===== src/rtl/out_buffer_vc_pkg.sv =====
// Shared defaults, arbiter state type and small index helpers for the
// virtual-channel output buffer.
package out_buffer_vc_pkg;

    localparam int DEFAULT_FLIT_WIDTH           = 80;
    localparam int DEFAULT_NUM_VC               = 2;
    localparam int DEFAULT_OUT_BUFFER_DEPTH     = 6;
    localparam int DEFAULT_LOG_OUT_BUFFER_DEPTH = 3;
    localparam int DEFAULT_TAIL_BIT             = 79;

    typedef enum logic {
        ARB_IDLE   = 1'b0,
        ARB_LOCKED = 1'b1
    } arb_state_e;

    function automatic int vcWidth(input int numVc);
        return (numVc > 1) ? $clog2(numVc) : 1;
    endfunction

    // Modular increment that stays correct when the limit is not a power of two.
    function automatic int wrapInc(input int value, input int limit);
        return (value + 1 >= limit) ? 0 : value + 1;
    endfunction

endpackage


===== src/rtl/out_buffer_vc_fifo.sv =====
// Circular per-VC flit FIFO; an empty FIFO forwards the incoming flit so a
// fresh write can reach the output register in the same cycle.
module flit_fifo
    import out_buffer_vc_pkg::*;
#(
    parameter int FLIT_WIDTH = DEFAULT_FLIT_WIDTH,
    parameter int DEPTH      = DEFAULT_OUT_BUFFER_DEPTH,
    parameter int LOG_DEPTH  = DEFAULT_LOG_OUT_BUFFER_DEPTH
) (
    input  logic                  clk_i,
    input  logic                  rst_i,
    input  logic [FLIT_WIDTH-1:0] din_i,
    input  logic                  push_i,
    input  logic                  pop_i,
    output logic [FLIT_WIDTH-1:0] head_o,
    output logic                  avail_o,
    output logic                  full_o
);

    logic [FLIT_WIDTH-1:0] mem_q [DEPTH];
    logic [LOG_DEPTH-1:0]  rdPtr_q, rdPtr_d;
    logic [LOG_DEPTH-1:0]  wrPtr_q, wrPtr_d;
    logic [LOG_DEPTH-1:0]  count_q, count_d;
    logic                  empty;

    assign empty   = (count_q == '0);
    assign full_o  = (count_q == LOG_DEPTH'(DEPTH));
    assign avail_o = !empty || push_i;
    assign head_o  = empty ? din_i : mem_q[rdPtr_q];

    always_comb begin
        rdPtr_d = rdPtr_q;
        wrPtr_d = wrPtr_q;
        count_d = count_q;
        if (push_i) begin
            wrPtr_d = LOG_DEPTH'(wrapInc(int'(wrPtr_q), DEPTH));
        end
        if (pop_i) begin
            rdPtr_d = LOG_DEPTH'(wrapInc(int'(rdPtr_q), DEPTH));
        end
        if (push_i && !pop_i) begin
            count_d = count_q + LOG_DEPTH'(1);
        end else if (!push_i && pop_i) begin
            count_d = count_q - LOG_DEPTH'(1);
        end
    end

    always_ff @(posedge clk_i) begin
        if (rst_i) begin
            rdPtr_q <= '0;
            wrPtr_q <= '0;
            count_q <= '0;
        end else begin
            rdPtr_q <= rdPtr_d;
            wrPtr_q <= wrPtr_d;
            count_q <= count_d;
        end
    end

    // Storage needs no reset: the cleared count makes every stale entry unreachable.
    always_ff @(posedge clk_i) begin
        if (push_i) begin
            mem_q[wrPtr_q] <= din_i;
        end
    end

endmodule


===== src/rtl/out_buffer_vc.sv =====
// Virtual-channel output buffer: per-VC FIFOs, a packet-locking round-robin
// arbiter and a single link output register.
module out_buffer_vc
    import out_buffer_vc_pkg::*;
#(
    parameter int FLIT_WIDTH           = DEFAULT_FLIT_WIDTH,
    parameter int NUM_VC               = DEFAULT_NUM_VC,
    parameter int OUT_BUFFER_DEPTH     = DEFAULT_OUT_BUFFER_DEPTH,
    parameter int LOG_OUT_BUFFER_DEPTH = DEFAULT_LOG_OUT_BUFFER_DEPTH,
    parameter int TAIL_BIT             = DEFAULT_TAIL_BIT
) (
    input  logic                         clk,
    input  logic                         rst,
    input  logic [FLIT_WIDTH-1:0]        data_in,
    input  logic                         write,
    input  logic [vcWidth(NUM_VC)-1:0]   vc_in,
    output logic [NUM_VC-1:0]            full,
    output logic                         overflow_err,
    output logic [FLIT_WIDTH-1:0]        FLIT_out,
    output logic                         VALID_out,
    output logic [vcWidth(NUM_VC)-1:0]   VC_out,
    input  logic [NUM_VC-1:0]            STALL_in
);

    localparam int VC_W = vcWidth(NUM_VC);

    logic [NUM_VC-1:0]     push, pop, avail;
    logic [FLIT_WIDTH-1:0] head [NUM_VC];

    arb_state_e            state_q, state_d;
    logic [VC_W-1:0]       lockVc_q, lockVc_d;
    logic [VC_W-1:0]       rr_q, rr_d;
    logic [FLIT_WIDTH-1:0] flit_q, flit_d;
    logic [VC_W-1:0]       vcOut_q, vcOut_d;
    logic                  valid_q, valid_d;
    logic                  overflow_q, overflow_d;

    logic                  stallOut, loadEn, grantValid;
    logic [VC_W-1:0]       grantVc;
    logic [FLIT_WIDTH-1:0] grantFlit;

    always_comb begin
        push       = '0;
        overflow_d = 1'b0;
        for (int v = 0; v < NUM_VC; v++) begin
            if (write && !rst && (vc_in == VC_W'(v))) begin
                if (full[v]) begin
                    overflow_d = 1'b1;
                end else begin
                    push[v] = 1'b1;
                end
            end
        end
    end

    for (genvar v = 0; v < NUM_VC; v++) begin : gVc
        flit_fifo #(
            .FLIT_WIDTH (FLIT_WIDTH),
            .DEPTH      (OUT_BUFFER_DEPTH),
            .LOG_DEPTH  (LOG_OUT_BUFFER_DEPTH)
        ) uFifo (
            .clk_i   (clk),
            .rst_i   (rst),
            .din_i   (data_in),
            .push_i  (push[v]),
            .pop_i   (pop[v]),
            .head_o  (head[v]),
            .avail_o (avail[v]),
            .full_o  (full[v])
        );
    end

    // Round-robin scans VCs at or above rr_q first, then wraps to the low ones.
    always_comb begin
        stallOut   = 1'b0;
        grantValid = 1'b0;
        grantVc    = '0;
        grantFlit  = '0;
        pop        = '0;
        for (int v = 0; v < NUM_VC; v++) begin
            if (vcOut_q == VC_W'(v)) begin
                stallOut = STALL_in[v];
            end
        end
        loadEn = !valid_q || !stallOut;

        if (state_q == ARB_LOCKED) begin
            grantVc = lockVc_q;
            for (int v = 0; v < NUM_VC; v++) begin
                if ((lockVc_q == VC_W'(v)) && avail[v]) begin
                    grantValid = 1'b1;
                end
            end
        end else begin
            for (int v = 0; v < NUM_VC; v++) begin
                if (!grantValid && avail[v] && !STALL_in[v] && (VC_W'(v) >= rr_q)) begin
                    grantValid = 1'b1;
                    grantVc    = VC_W'(v);
                end
            end
            for (int v = 0; v < NUM_VC; v++) begin
                if (!grantValid && avail[v] && !STALL_in[v]) begin
                    grantValid = 1'b1;
                    grantVc    = VC_W'(v);
                end
            end
        end

        for (int v = 0; v < NUM_VC; v++) begin
            if (grantVc == VC_W'(v)) begin
                grantFlit = head[v];
                pop[v]    = loadEn && grantValid;
            end
        end
    end

    always_comb begin
        state_d  = state_q;
        lockVc_d = lockVc_q;
        rr_d     = rr_q;
        flit_d   = flit_q;
        vcOut_d  = vcOut_q;
        valid_d  = valid_q;
        if (loadEn) begin
            valid_d = grantValid;
            if (grantValid) begin
                flit_d  = grantFlit;
                vcOut_d = grantVc;
                if (grantFlit[TAIL_BIT]) begin
                    state_d = ARB_IDLE;
                    rr_d    = VC_W'(wrapInc(int'(grantVc), NUM_VC));
                end else begin
                    state_d  = ARB_LOCKED;
                    lockVc_d = grantVc;
                end
            end
        end
    end

    always_ff @(posedge clk) begin
        if (rst) begin
            state_q    <= ARB_IDLE;
            lockVc_q   <= '0;
            rr_q       <= '0;
            flit_q     <= '0;
            vcOut_q    <= '0;
            valid_q    <= 1'b0;
            overflow_q <= 1'b0;
        end else begin
            state_q    <= state_d;
            lockVc_q   <= lockVc_d;
            rr_q       <= rr_d;
            flit_q     <= flit_d;
            vcOut_q    <= vcOut_d;
            valid_q    <= valid_d;
            overflow_q <= overflow_d;
        end
    end

    assign FLIT_out     = flit_q;
    assign VC_out       = vcOut_q;
    assign VALID_out    = valid_q;
    assign overflow_err = overflow_q;

endmodule

===== config.mk =====
export PLATFORM = sky130hd
export DESIGN_NAME = out_buffer_vc
export DESIGN_NICKNAME = d
export VERILOG_FILES = /design/src/rtl/out_buffer_vc_pkg.sv /design/src/rtl/out_buffer_vc_fifo.sv /design/src/rtl/out_buffer_vc.sv
export SDC_FILE = /design/constraint.sdc
export NUM_CORES = 1
export LEC_CHECK = 0
export BUFFER_PORTS_ARGS = -buffer_cell sky130_fd_sc_hd__buf_2
export CELL_PAD_IN_SITES_DETAIL_PLACEMENT = 2
export CELL_PAD_IN_SITES_GLOBAL_PLACEMENT = 2
export CORE_UTILIZATION = 30
export DETAILED_ROUTE_END_ITERATION = 7
export PLACE_DENSITY_LB_ADDON = 0.08
export REMOVE_ABC_BUFFERS = 1
export SLEW_MARGIN = 20
export SYNTH_ARGS = -nofsm -noshare
export SYNTH_HDL_FRONTEND = slang
export SYNTH_HIERARCHICAL = 1
export SYNTH_SLANG_ARGS = --single-unit

===== constraint.sdc =====
create_clock -name clk -period 11.35 [get_ports clk]
set_input_delay 2.27 -clock clk [delete_from_list [all_inputs] [get_ports clk]]
set_output_delay 2.27 -clock clk [all_outputs]
set_load 0.01 [all_outputs]

== After elaboration in Yosys (flattened, before gate mapping) ==
Memory sizes are Yosys's and may differ from the RTL's. A register that Yosys moved wholly into a read port is not among the register bits.
Cells that the tools add are included.
Cells by class
  reduce and logical (&&, ||, !) cells: 43
  equal/unequal tests: 2
  $add $sub $neg: 9
  magnitude comparators: 7
  mux-type cells: 46
  bitwise operators: 3
Operator list (count)
  80-bit 2-to-1 mux: 3
  3-bit 2-to-1 mux: 12
  1-bit 2-to-1 mux: 31
  1-bit logical AND: 19
  3-bit by 1-bit adder with 4-bit output, second input constant: 4
  4-bit by 3-bit greater-or-equal comparator with 1-bit output, second input constant: 4
  1-bit logical NOT: 14
  3-bit by 1-bit adder with 3-bit output, second input constant: 2
  3-bit == test, second input constant: 2
  3-bit logical NOT: 2
  3-bit AND reduction: 2
  3-bit by 1-bit subtractor with 3-bit output, second input constant: 2
  2-bit nonzero test: 2
  1-bit logical OR: 3
  1-bit inverter: 3
  1-bit by 1-bit adder with 2-bit output, second input constant: 1
  1-bit greater-or-equal comparator, first input constant: 2
  2-bit greater-or-equal comparator, second input constant: 1
  2-bit AND reduction: 1
Word-level totals
  memories: 2
  output and inout port bits: 85
  memory bits (writable): 960
  flip-flop bits (word level): 104
  input port bits: 86
  logic and storage cells: 125
Memory list
  gVc[0].uFifo.mem_q: depth 6, bits a word 80, read ports 1, clocked after Yosys merged registers in 1, write ports 1, line out_buffer_vc_fifo.sv:20  | logic [FLIT_WIDTH-1:0] mem_q [DEPTH];
  gVc[1].uFifo.mem_q: depth 6, bits a word 80, read ports 1, clocked after Yosys merged registers in 1, write ports 1, line out_buffer_vc_fifo.sv:20

== Depth between registers and ports, before layout ==
Gate-level depths: netlist (run 1).
  word-level depth: 30
  depth in mapped cells: 19
  gate-level depth less buffers: 16

== Modules after synthesis ==
Netlist (run 1), hierarchy kept.
Modules (own cells, without submodules)
  flit_fifo at gVc[0].uFifo: cells each 1108, sequential area each 14654.1 µm², times used 1, area each 19532.5 µm²
  flit_fifo at gVc[1].uFifo: cells each 1110, sequential area each 14654.1 µm², times used 1, area each 19520.0 µm²
  out_buffer_vc: cells each 332, sequential area each 1721.7 µm², times used 1, area each 3788.6 µm²

== Worst setup path before layout (run 1) ==
No wires, ideal clock.
  path kind: input-to-reg
  start: in rst
  end: mem gVc[0].uFifo/mem_q[0][0] (netlist name) (enable)
  setup slack: 1462 ps
  library setup time: 616 ps
  stages on the path: 8
  buffers on the path: 3
  data arrival time: 9272 ps
  data required time: 10734 ps
  path through: clkbuf_1 inv_1 clkbuf_1 clkbuf_1 nand2_1 nor3_1 nand2b_1 nor3_1
Between the ends
  word-level cells in the longest chain between the ends: 6
RTL lines
  start: declaration: line out_buffer_vc.sv:13  | input logic rst,
  1-bit logical NOT: line out_buffer_vc.sv:46  | if (write && !rst && (vc_in == VC_W'(v))) begin
  1-bit logical AND (2 in a row): line out_buffer_vc.sv:46
  1-bit 2-to-1 mux: line out_buffer_vc.sv:46
  net push[0]: line out_buffer_vc.sv:27  | logic [NUM_VC-1:0] push, pop, avail;
  1-bit 2-to-1 mux: line out_buffer_vc_fifo.sv:62  | if (push_i) begin
  1-bit 2-to-1 mux (not written as such): line out_buffer_vc_fifo.sv:63  | mem_q[wrPtr_q] <= din_i;
  end: declaration: line out_buffer_vc_fifo.sv:20
The timed path passes the listed nets, and every way through them passes these cells.

== Worst setup path in the final report (run 1) ==
  start: in rst
  end: mem gVc[0].uFifo/mem_q[4][28] (netlist name) (enable)
The elaborated chain is that of the path after synthesis.

==> results.sh, run 1 <==
export IMPL_status="complete, no violations"
export IMPL_synth_area_leader_cell="edfxtp_1"
export IMPL_cpPeakStageDelay_ns=0.78
export IMPL_dr_pass1_iters=5
export IMPL_cts_root_buf="clkbuf_16"
export IMPL_die_area_sq_um=144000
export IMPL_period_needed_ns=5.92
export IMPL_synth_area_per_cell_sq_um=16.8
export IMPL_worstRegToRegCells=6
export IMPL_routed_via_density=5.19
export IMPL_syn2layout_area_growth_pct=16.8
export IMPL_p_seq_share_pct=39.3
export IMPL_path_clk_slew_ns=0.05
export IMPL_fin_ws_ns=5.43
export IMPL_cell_internal_pwr_mw=8.01
export IMPL_grt_overflow=0
export IMPL_hold_viol=0
export IMPL_fmax_mhz=169
export IMPL_cts_tree="yes"
export IMPL_ys_types=44
export IMPL_crit_fanout=41
export IMPL_cts_sinks=1070
export IMPL_tightest_slew_ns=1.01
export IMPL_track_usage_pct=18.5
export IMPL_r2r_end="gVc[0].uFifo/mem_q[4][28]"
export IMPL_antenna_found_initial=17
export IMPL_worstSetupPathDepth=8
export IMPL_wl_um=134000
export IMPL_r2r_slack_ns=7.32
export IMPL_synth_cells=2550
export IMPL_htreeDepth=4
export IMPL_hold_end="gVc[1].uFifo/wrPtr_q[0]"
export IMPL_synth_area_sq_um=42800
export IMPL_first_global_vias=27540
export IMPL_critPathSlowestCell="nor2_4"
export IMPL_relSlewSlack_pct=32.4
export IMPL_dp_slack_ns=4.44
export IMPL_pwr_share_comb_pct=25.9
export IMPL_synth_most_common_cell="edfxtp_1"
export IMPL_yosys_register_bits=1070
export IMPL_io_buffers=170
export IMPL_synthFlopType="edfxtp_1"
export IMPL_cts_resized=0
export IMPL_setup_violations=0
export IMPL_path_buf_inv=4
export IMPL_cts_buffer_depth=3
export IMPL_drive_above_1_share_pct=15.6
export IMPL_vdd_drop_max_v=0.000322
export IMPL_clock_power_share_pct=34.9
export IMPL_post_cts_setup_buffer_count=0
export IMPL_synth_fa_ha_area_share_pct=0.386
export IMPL_min_period_over_period_pct=52.2
export IMPL_vias=24526
export IMPL_crit_family="simple AND/OR/NAND/NOR gates"
export IMPL_synthXorXnorAreaFrac_pct=0.102
export IMPL_synth_compound_area_share_pct=12.3
export IMPL_async_reset_ff_share_pct=0
export IMPL_switching_share_pct=32.0
export IMPL_instances_no_fill=4722
export IMPL_finalNetCount=2820
export IMPL_clock_latency_ns=0.76
export IMPL_hold_buffers=0
export IMPL_grt_pass1_wl_um=195000
export IMPL_fin_skew_ns=0.0356
export IMPL_core_area_sq_um=142000
export IMPL_p_sw_mw=3.77
export IMPL_drc=0
export IMPL_netlist_area_leader_share_pct=67.3
export IMPL_grt_start_max_net_pins=161
export IMPL_gp_congestion=0.718
export IMPL_die_h_um=380
export IMPL_synth_mux_area_share_pct=11.4
export IMPL_row_count=138
export IMPL_placed_cells=4478
export IMPL_power_density_nw_per_um2=235
export IMPL_start_util_pct=30.3
export IMPL_synthTopCellsByArea="edfxtp_1, mux2i_1, dfxtp_1"
export IMPL_ys_seq_area_share_pct=72.4
export IMPL_crit_arrival_ns=6.28
export IMPL_dp_hpwl_um=73500
export IMPL_fillers=14012
export IMPL_drv_cap=0
export IMPL_utilization_pct=35.3
export IMPL_reg2reg_from="gVc[0].uFifo/count_q[0]"
export IMPL_ant_nets=0
export IMPL_drt_wirelength_per_cell_um=28.4
export IMPL_power_total_mw=11.8
export IMPL_worstPathCellList="buf_2, inv_4, nand2_1, nor3_1, nand2b_1, nor2_4, buf_4, buf_4"
export IMPL_rsz0062_at_grt="no"
export IMPL_slew_viol_final=0
export IMPL_synth_top_family_by_area="compound AO/OA/AOI/OAI gates"
export IMPL_critPathLaunchType="input pin"
export IMPL_yosys_top_cells_count="edfxtp_1, mux2i_1, a21oi_1"
export IMPL_hold_class="flip-flop to flip-flop"
export IMPL_numCtsBuffers=131
export IMPL_synth_simple_area_share_pct=1.16
export IMPL_min_from="gVc[1].uFifo/wrPtr_q[0]"
export IMPL_synth_edf_count=960
export IMPL_hold_depth=2
export IMPL_die_w_um=380
export IMPL_cp_end_kind="flip-flop"
export IMPL_drt_iter0_drc=1466
export IMPL_worst_path_most_repeated_cell="buf_4"
export IMPL_ys_warn_count=6
export IMPL_pin_count=171
export IMPL_p_leak_nw=17.0
export IMPL_cp_data_required_time_ns=11.71
export IMPL_crit_type="input pin to flip-flop"
## sequential cells by signal (all words and copies together), names as in the netlist, 6 cells and up, named ones only
name,cells
gVc.uFifo/mem_q,960
FLIT_out,80
gVc.uFifo/count_q,6
gVc.uFifo/rdPtr_q,6
gVc.uFifo/wrPtr_q,6
## power groups by stage
stage | Clock [mW] | Sequential (mW) | Combinational, mW
after detailed placement | 0 | 4.71 | 3.09
after floorplan | 0 | 4.79 | 2.00
final | 4.11 | 4.62 | 3.05
after CTS | 4.24 | 4.63 | 3.10
after global routing | 4.38 | 4.64 | 3.28
after global placement | 0 | 4.74 | 3.00
## kinds of logic after synthesis
| group | after synthesis |
|---|---|
| AOI/OAI and AO/OA | 681 |
| DFF | 1070 |
| muxes | 486 |
| xor gates and xnor gates | 5 |
| and+or+nand+nor | 93 |
| buffers and inverters | 203 |
| adders and majority gates | 12 |
## routing by layer
layer	vias to the layer above	track usage, %	part of all wire (%)
met4	6	5.92	2.4
met1	13146	23.6	44
met5	-	0	0.026
met2	445	32.0	50
met3	183	2.93	3.3
li1	10746	-	-
## per-stage QoR
stage	setup TNS, ns	hold slack, ns	instance area (sq um)
finish	0	0.533	50000
global route	0	0.568	50000
CTS	0	0.535	50000
detailed placement	0	0.529	45800
global placement	0	0.515	45700
floorplan	-54.09	0.476	41900
## tightest hold or removal path, delay by kind of cell, from the launching register on
kind,cells,cell delay [ns]
AOI/OAI and AO/OA,1,0.06
DFF,1,0.35
and+or+nand+nor,1,0.07
## placed cells by master, fill, tap and decap left out, types with 3 or more instances in the layout
cell type  count
edfxtp_1     960
mux2i_1      484
a21oi_1      173
buf_2        170
a22oi_1      164
a22o_1       160
clkbuf_16    138
dfxtp_1      104
o211a_1       80
a221o_1       79
buf_4         50
clkbuf_1      41
nand2_1       22
clkinv_2      20
nor2_1        17
clkinv_1      17
inv_1         15
nand2b_1      11
nor2_4        10
ha_1          10
nor2b_1        8
bufinv_16      8
o21ai_0        7
clkbuf_8       7
dfxtp_4        6
nor3_2         5
xor2_1         5
clkinv_8       4
o22ai_1        4
nand3b_1       4
diode_2        3
or3_1          3
o31a_1         3
nor3_4         3
a31oi_1        3
inv_6          3
## cell type report
cell class	instances	area [sq um]	area share [%]
antenna	3	7.51	0.0150
multi-input combinational	1277	11000	21.9
sequential	1070	31100	62.1
timing repair buffer	226	1330	2.66
tap	1890	2360	4.73
inverter	16	62.6	0.125
clock buffer	186	3700	7.40
clock inverter	54	533	1.07
## worst max-delay path by stage
stage	from	endpoint	slack, ns
after detailed placement	rst	gVc[0].uFifo/mem_q[4][28]	4.44
after global placement	rst	gVc[0].uFifo/mem_q[5][41]	4.66
final	rst	gVc[0].uFifo/mem_q[4][28]	5.43
after global routing	rst	gVc[0].uFifo/mem_q[5][34]	5.01
after floorplan	gVc[1].uFifo/count_q[0]	FLIT_out[0]	-0.68
after CTS	rst	gVc[0].uFifo/mem_q[4][28]	5.28
No activity file was read; power rests on OpenSTA's default activity.
==> inputs of run 2 (changes only) <==
clock period = 6.2 ns   (was 11.35 ns; I/O delays follow)
==> run 2 against run 1 <==
Against the previous run:
- clock power up 80%
- via count up 1.4%
- non-clock buffer count is 15 higher
- critical path type unchanged
- hold slack better by 0.0038 ns
- highest routed layer unchanged
- sequential share of layout area shrank 0.48 points
- die area unchanged
- critical endpoint is now gVc[0].uFifo/count_q[2]
==> results.sh, run 2 (synthesis results as in run 1) <==
export IMPL_status="complete, no violations"
export IMPL_clock_latency_ns=0.76
export IMPL_tns_ns=0
export IMPL_critPathSlowestCell="o31ai_2"
export IMPL_start_util_pct=30.3
export IMPL_period_needed_ns=4.05
export IMPL_pin_count=171
export IMPL_fillers=14030
export IMPL_hold_buffers=0
export IMPL_cts_sinks=1070
export IMPL_crit_fanout=26
export IMPL_setup_violations=0
export IMPL_path_clk_slew_ns=0.06
export IMPL_largest_register_ffs=960
export IMPL_instances_no_fill=4739
export IMPL_drive_above_1_share_pct=16.1
export IMPL_post_cts_setup_buffer_count=0
export IMPL_fmax_mhz=247
export IMPL_die_w_um=380
export IMPL_ant_nets=0
export IMPL_fin_skew_ns=0.0286
export IMPL_syn2layout_area_growth_pct=17.7
export IMPL_relSlewSlack_pct=22.0
export IMPL_cts_tree="yes"
export IMPL_worst_path_most_repeated_cell="inv_1"
export IMPL_hold_viol=0
export IMPL_core_area_sq_um=142000
export IMPL_placed_cells=4493
export IMPL_crit_type="input pin to flip-flop"
export IMPL_p_leak_nw=17.1
export IMPL_drv_cap=0
export IMPL_multi_input_area_sq_um=11000
export IMPL_finalNetCount=2835
export IMPL_tightest_slew_ns=1.17
export IMPL_cts_root_buf="clkbuf_16"
export IMPL_htreeDepth=4
export IMPL_track_usage_pct=19.1
export IMPL_grt_pass1_wl_um=200000
export IMPL_dp_hpwl_um=73300
export IMPL_grt_overflow=0
export IMPL_cts_buffer_depth=3
export IMPL_critPathLaunchType="input pin"
export IMPL_io_buffers=170
export IMPL_die_h_um=380
export IMPL_drt_wirelength_per_cell_um=29.3
export IMPL_cp_data_required_time_ns=6.86
export IMPL_wl_um=139000
export IMPL_cts_resized=0
export IMPL_slew_viol_final=0
export IMPL_worstPathCellList="buf_2, inv_4, nand2_1, nor3_1, buf_4, nand2b_1, nor3b_1, o31ai_2, nor2_1, inv_1, ha_1, inv_1, fa_1, xor2_1, or3_1, a21oi_1"
export IMPL_hold_class="flip-flop to flip-flop"
export IMPL_gp_congestion=0.704
export IMPL_vdd_drop_max_v=0.000381
export IMPL_drc=0
export IMPL_drt_iter0_drc=1377
export IMPL_numCtsBuffers=131
export IMPL_row_count=138
export IMPL_fin_hold_ws_ns=0.536
export IMPL_die_area_sq_um=144000
export IMPL_antenna_found_initial=24
export IMPL_regMostFlops="gVc.uFifo/mem_q"
export IMPL_r2r_slack_ns=2.54
export IMPL_crit_arrival_ns=4.71
export IMPL_seqCellArea_sq_um=31100
export IMPL_cp_end_kind="flip-flop"
export IMPL_final_cell_mix="edfxtp_1, mux2i_1, a21oi_1"
export IMPL_layout_commonest_cell="edfxtp_1"
export IMPL_power_density_nw_per_um2=426
export IMPL_dr_pass1_iters=5
export IMPL_routed_via_density=5.25
export IMPL_min_period_over_period_pct=65.3
export IMPL_vias=24871
export IMPL_rsz0062_at_grt="no"
export IMPL_grt_start_max_net_pins=133
export IMPL_cpPeakStageDelay_ns=0.55
export IMPL_first_global_vias=27753
-- run 2: path summary, 6_finish.rpt --
path	start	to	depth (start not counted)
setup / recovery	rst	gVc[0].uFifo/count_q[2]	16
hold reg to reg	VALID_out	VALID_out	2
setup reg to reg	gVc[1].uFifo/count_q[0]	gVc[0].uFifo/count_q[2]	15
hold / removal	VALID_out	VALID_out	2
-- run 2: layout make-up --
| type | instances | share of cell area [%] |
|---|---|---|
| timing repair buffer | 241 | 3.55 |
| clock inverter | 52 | 0.839 |
| clock buffer | 190 | 7.43 |
| antenna | 3 | 0.0149 |
| sequential | 1070 | 61.6 |
| inverter | 16 | 0.124 |
| tap | 1890 | 4.69 |
| multi-input combinational | 1277 | 21.8 |
-- run 2: through the flow --
| stage | util, % | setup WS [ns] | power, mW | cell area, sq um |
|---|---|---|---|---|
| final | 35.6 | 2.15 | 21.5 | 50400 |
| after detailed placement | 32.6 | 1.36 | 14.3 | 46200 |
| after floorplan | - | -5.83 | 12.4 | 41900 |
| after global routing | 35.6 | 1.89 | 22.4 | 50400 |
| after CTS | 35.6 | 2.17 | 21.8 | 50400 |
| after global placement | 32.6 | 1.41 | 14.2 | 46200 |
-- run 2: worst max-delay path: cells and delay by family --
family	cells	cell delay, ns
xor+xnor	1	0.16
buf+inv	5	0.90
simple gates	6	1.11
compound gates	2	0.70
fa+ha+maj	2	0.57
-- run 2: power by group --
group | total [mW] | switching (mW) | internal, mW
Combinational | 5.63 | 3.55 | 2.08
Sequential | 8.42 | 0.314 | 8.11
Clock | 7.41 | 3.04 | 4.38
Total | 21.5 | 6.90 | 14.6
-- run 2: routing by layer --
layer | track usage [%] | vias up | part of all wire, %
li1 | - | 10783 | -
met1 | 24.3 | 13453 | 44
met2 | 33.5 | 438 | 50
met3 | 3.08 | 189 | 3.3
met4 | 5.19 | 8 | 2.1
met5 | 0 | - | 0.038
==> inputs of run 3 (changes only) <==
clock period = 3.9 ns   (was 6.2 ns; I/O delays follow)
==> run 3 against run 2 <==
Against the previous run:
- non-clock buffer count up 9
- via count up 0.11%
- setup slack worse by 1.6 ns
- core utilization about the same
- die area unchanged
- global-route usage down 0.13 points
- critical path depth down 1
- critical path type is now flip-flop to flip-flop
==> results.sh, run 3 (synthesis results as in run 1) <==
export IMPL_core_area_sq_um=142000
export IMPL_numCtsBuffers=131
export IMPL_drv_cap=0
export IMPL_crit_arrival_ns=4.04
export IMPL_hold_class="input pin to flip-flop"
export IMPL_routed_via_density=5.25
export IMPL_fin_skew_ns=0.0185
export IMPL_rsz0062_at_grt="no"
export IMPL_post_cts_setup_buffer_count=0
export IMPL_instances_no_fill=4742
export IMPL_fin_hold_ws_ns=0.346
export IMPL_gp_congestion=0.711
export IMPL_slew_viol_final=0
export IMPL_clock_power_share_pct=33.9
export IMPL_status="complete, no violations"
export IMPL_die_w_um=380
export IMPL_wl_um=138000
export IMPL_period_needed_ns=3.37
export IMPL_finalNetCount=2844
export IMPL_io_buffers=170
export IMPL_drc=0
export IMPL_layout_commonest_cell="edfxtp_1"
export IMPL_cts_buffer_depth=3
export IMPL_antenna_found_initial=21
export IMPL_cp_data_required_time_ns=4.56
export IMPL_htreeDepth=4
export IMPL_cts_root_buf="clkbuf_16"
export IMPL_row_count=138
export IMPL_syn2layout_area_growth_pct=17.8
export IMPL_critPathSlowestCell="dfxtp_1"
export IMPL_path_clk_slew_ns=0.06
export IMPL_clock_latency_ns=0.75
export IMPL_crit_type="flip-flop to flip-flop"
export IMPL_switching_share_pct=32.0
export IMPL_pwr_share_comb_pct=26.8
export IMPL_cell_internal_pwr_mw=23.2
export IMPL_track_usage_pct=19.0
export IMPL_cp_end_kind="flip-flop"
export IMPL_die_area_sq_um=144000
export IMPL_grt_overflow=0
export IMPL_fmax_mhz=296
export IMPL_min_period_over_period_pct=86.5
export IMPL_largest_register_ffs=960
export IMPL_placed_cells=4503
export IMPL_cpPeakStageDelay_ns=0.45
export IMPL_drt_iter0_drc=1403
export IMPL_first_global_vias=27436
export IMPL_drt_wirelength_per_cell_um=29.1
export IMPL_cts_sinks=1070
export IMPL_final_cell_mix="edfxtp_1, mux2i_1, a21oi_1"
export IMPL_setup_violations=0
export IMPL_fin_area_sq_um=50500
export IMPL_die_h_um=380
export IMPL_p_sw_mw=10.9
export IMPL_vdd_drop_max_v=0.000666
export IMPL_hold_viol=0
export IMPL_worstPathCellList="nand2_1, nor2_1, nor3_1, nand2b_1, nor2b_1, or3_1, nand2_1, nor2_1, inv_1, ha_1, inv_1, fa_1, xor2_1, or3_1, a21oi_1"
export IMPL_fillers=13993
export IMPL_cts_resized=0
export IMPL_pin_count=171
export IMPL_ant_nets=0
export IMPL_crit_fanout=4
export IMPL_place_area_sq_um=46400
export IMPL_tightest_slew_ns=1.14
export IMPL_cts_tree="yes"
export IMPL_dr_pass1_iters=5
export IMPL_p_leak_nw=17.1
export IMPL_vias=24898
export IMPL_start_util_pct=30.3
export IMPL_critPathLaunchType="flip-flop"
export IMPL_dp_hpwl_um=72200
export IMPL_grt_start_max_net_pins=161
export IMPL_regMostFlops="gVc.uFifo/mem_q"
export IMPL_drive_above_1_share_pct=15.7
export IMPL_relSlewSlack_pct=23.9
export IMPL_p_seq_share_pct=39.3
export IMPL_grt_pass1_wl_um=199000
export IMPL_power_density_nw_per_um2=677
export IMPL_hold_buffers=0
[run 3: metrics by stage]
stage	total power, mW	worst slack (ns)	utilization [%]	TNS [ns]
2_1_floorplan	19.0	-8.13	-	-4117.59
3_3_place_gp	22.8	0.360	32.8	0
3_5_place_dp	23.0	0.226	32.8	0
4_1_cts	34.7	0.503	35.6	0
5_1_grt	35.7	0.231	35.6	0
6_report	34.2	0.526	35.6	0
[run 3: final timing paths]
check / from / to / slack (ns) / cells past startpoint
max reg2reg: gVc[0].uFifo/count_q[1] / gVc[0].uFifo/count_q[2] / 0.53 / 15
max: gVc[0].uFifo/count_q[1] / gVc[0].uFifo/count_q[2] / 0.53 / 15
min reg2reg: VC_out / VC_out / 0.53 / 2
min: write / overflow_err / 0.35 / 3
[run 3: power groups by stage]
stage	clock [mW]	sequential (mW)	combinational, mW
finish	11.6	13.4	9.15
floorplan	0	13.9	5.14
CTS	12.0	13.5	9.30
global placement	0	13.7	9.11
global route	12.4	13.5	9.83
detailed placement	0	13.7	9.25
[run 3: final cells by class]
cell class / instances / area (sq um) / share of cell area (%)
diodes: 3 / 7.51 / 0.0149
multi-input cells: 1277 / 11000 / 21.7
flip-flops and latches: 1070 / 31100 / 61.5
well taps: 1890 / 2360 / 4.69
clock inverters: 42 / 302 / 0.598
clock buffers: 194 / 3750 / 7.44
inverters: 16 / 62.6 / 0.124
repair buffers: 250 / 1950 / 3.87
[run 3: critical path: cells and delay by family, from the launching register on]
family          cells  cell delay [ns]
simple gates        9             1.74
fa+ha+maj           2             0.57
flops               1             0.45
xor+xnor            1             0.17
compound gates      1             0.17
buf+inv             2             0.17
[run 3: routing by layer]
| layer | vias up | share of wire [%] | global-route usage [%] |
|---|---|---|---|
| li1 | 10788 | - | - |
| met1 | 13409 | 46 | 25.1 |
| met2 | 476 | 49 | 32.0 |
| met3 | 213 | 3.4 | 3.21 |
| met4 | 12 | 2.2 | 5.48 |
| met5 | - | 0.056 | 0 |
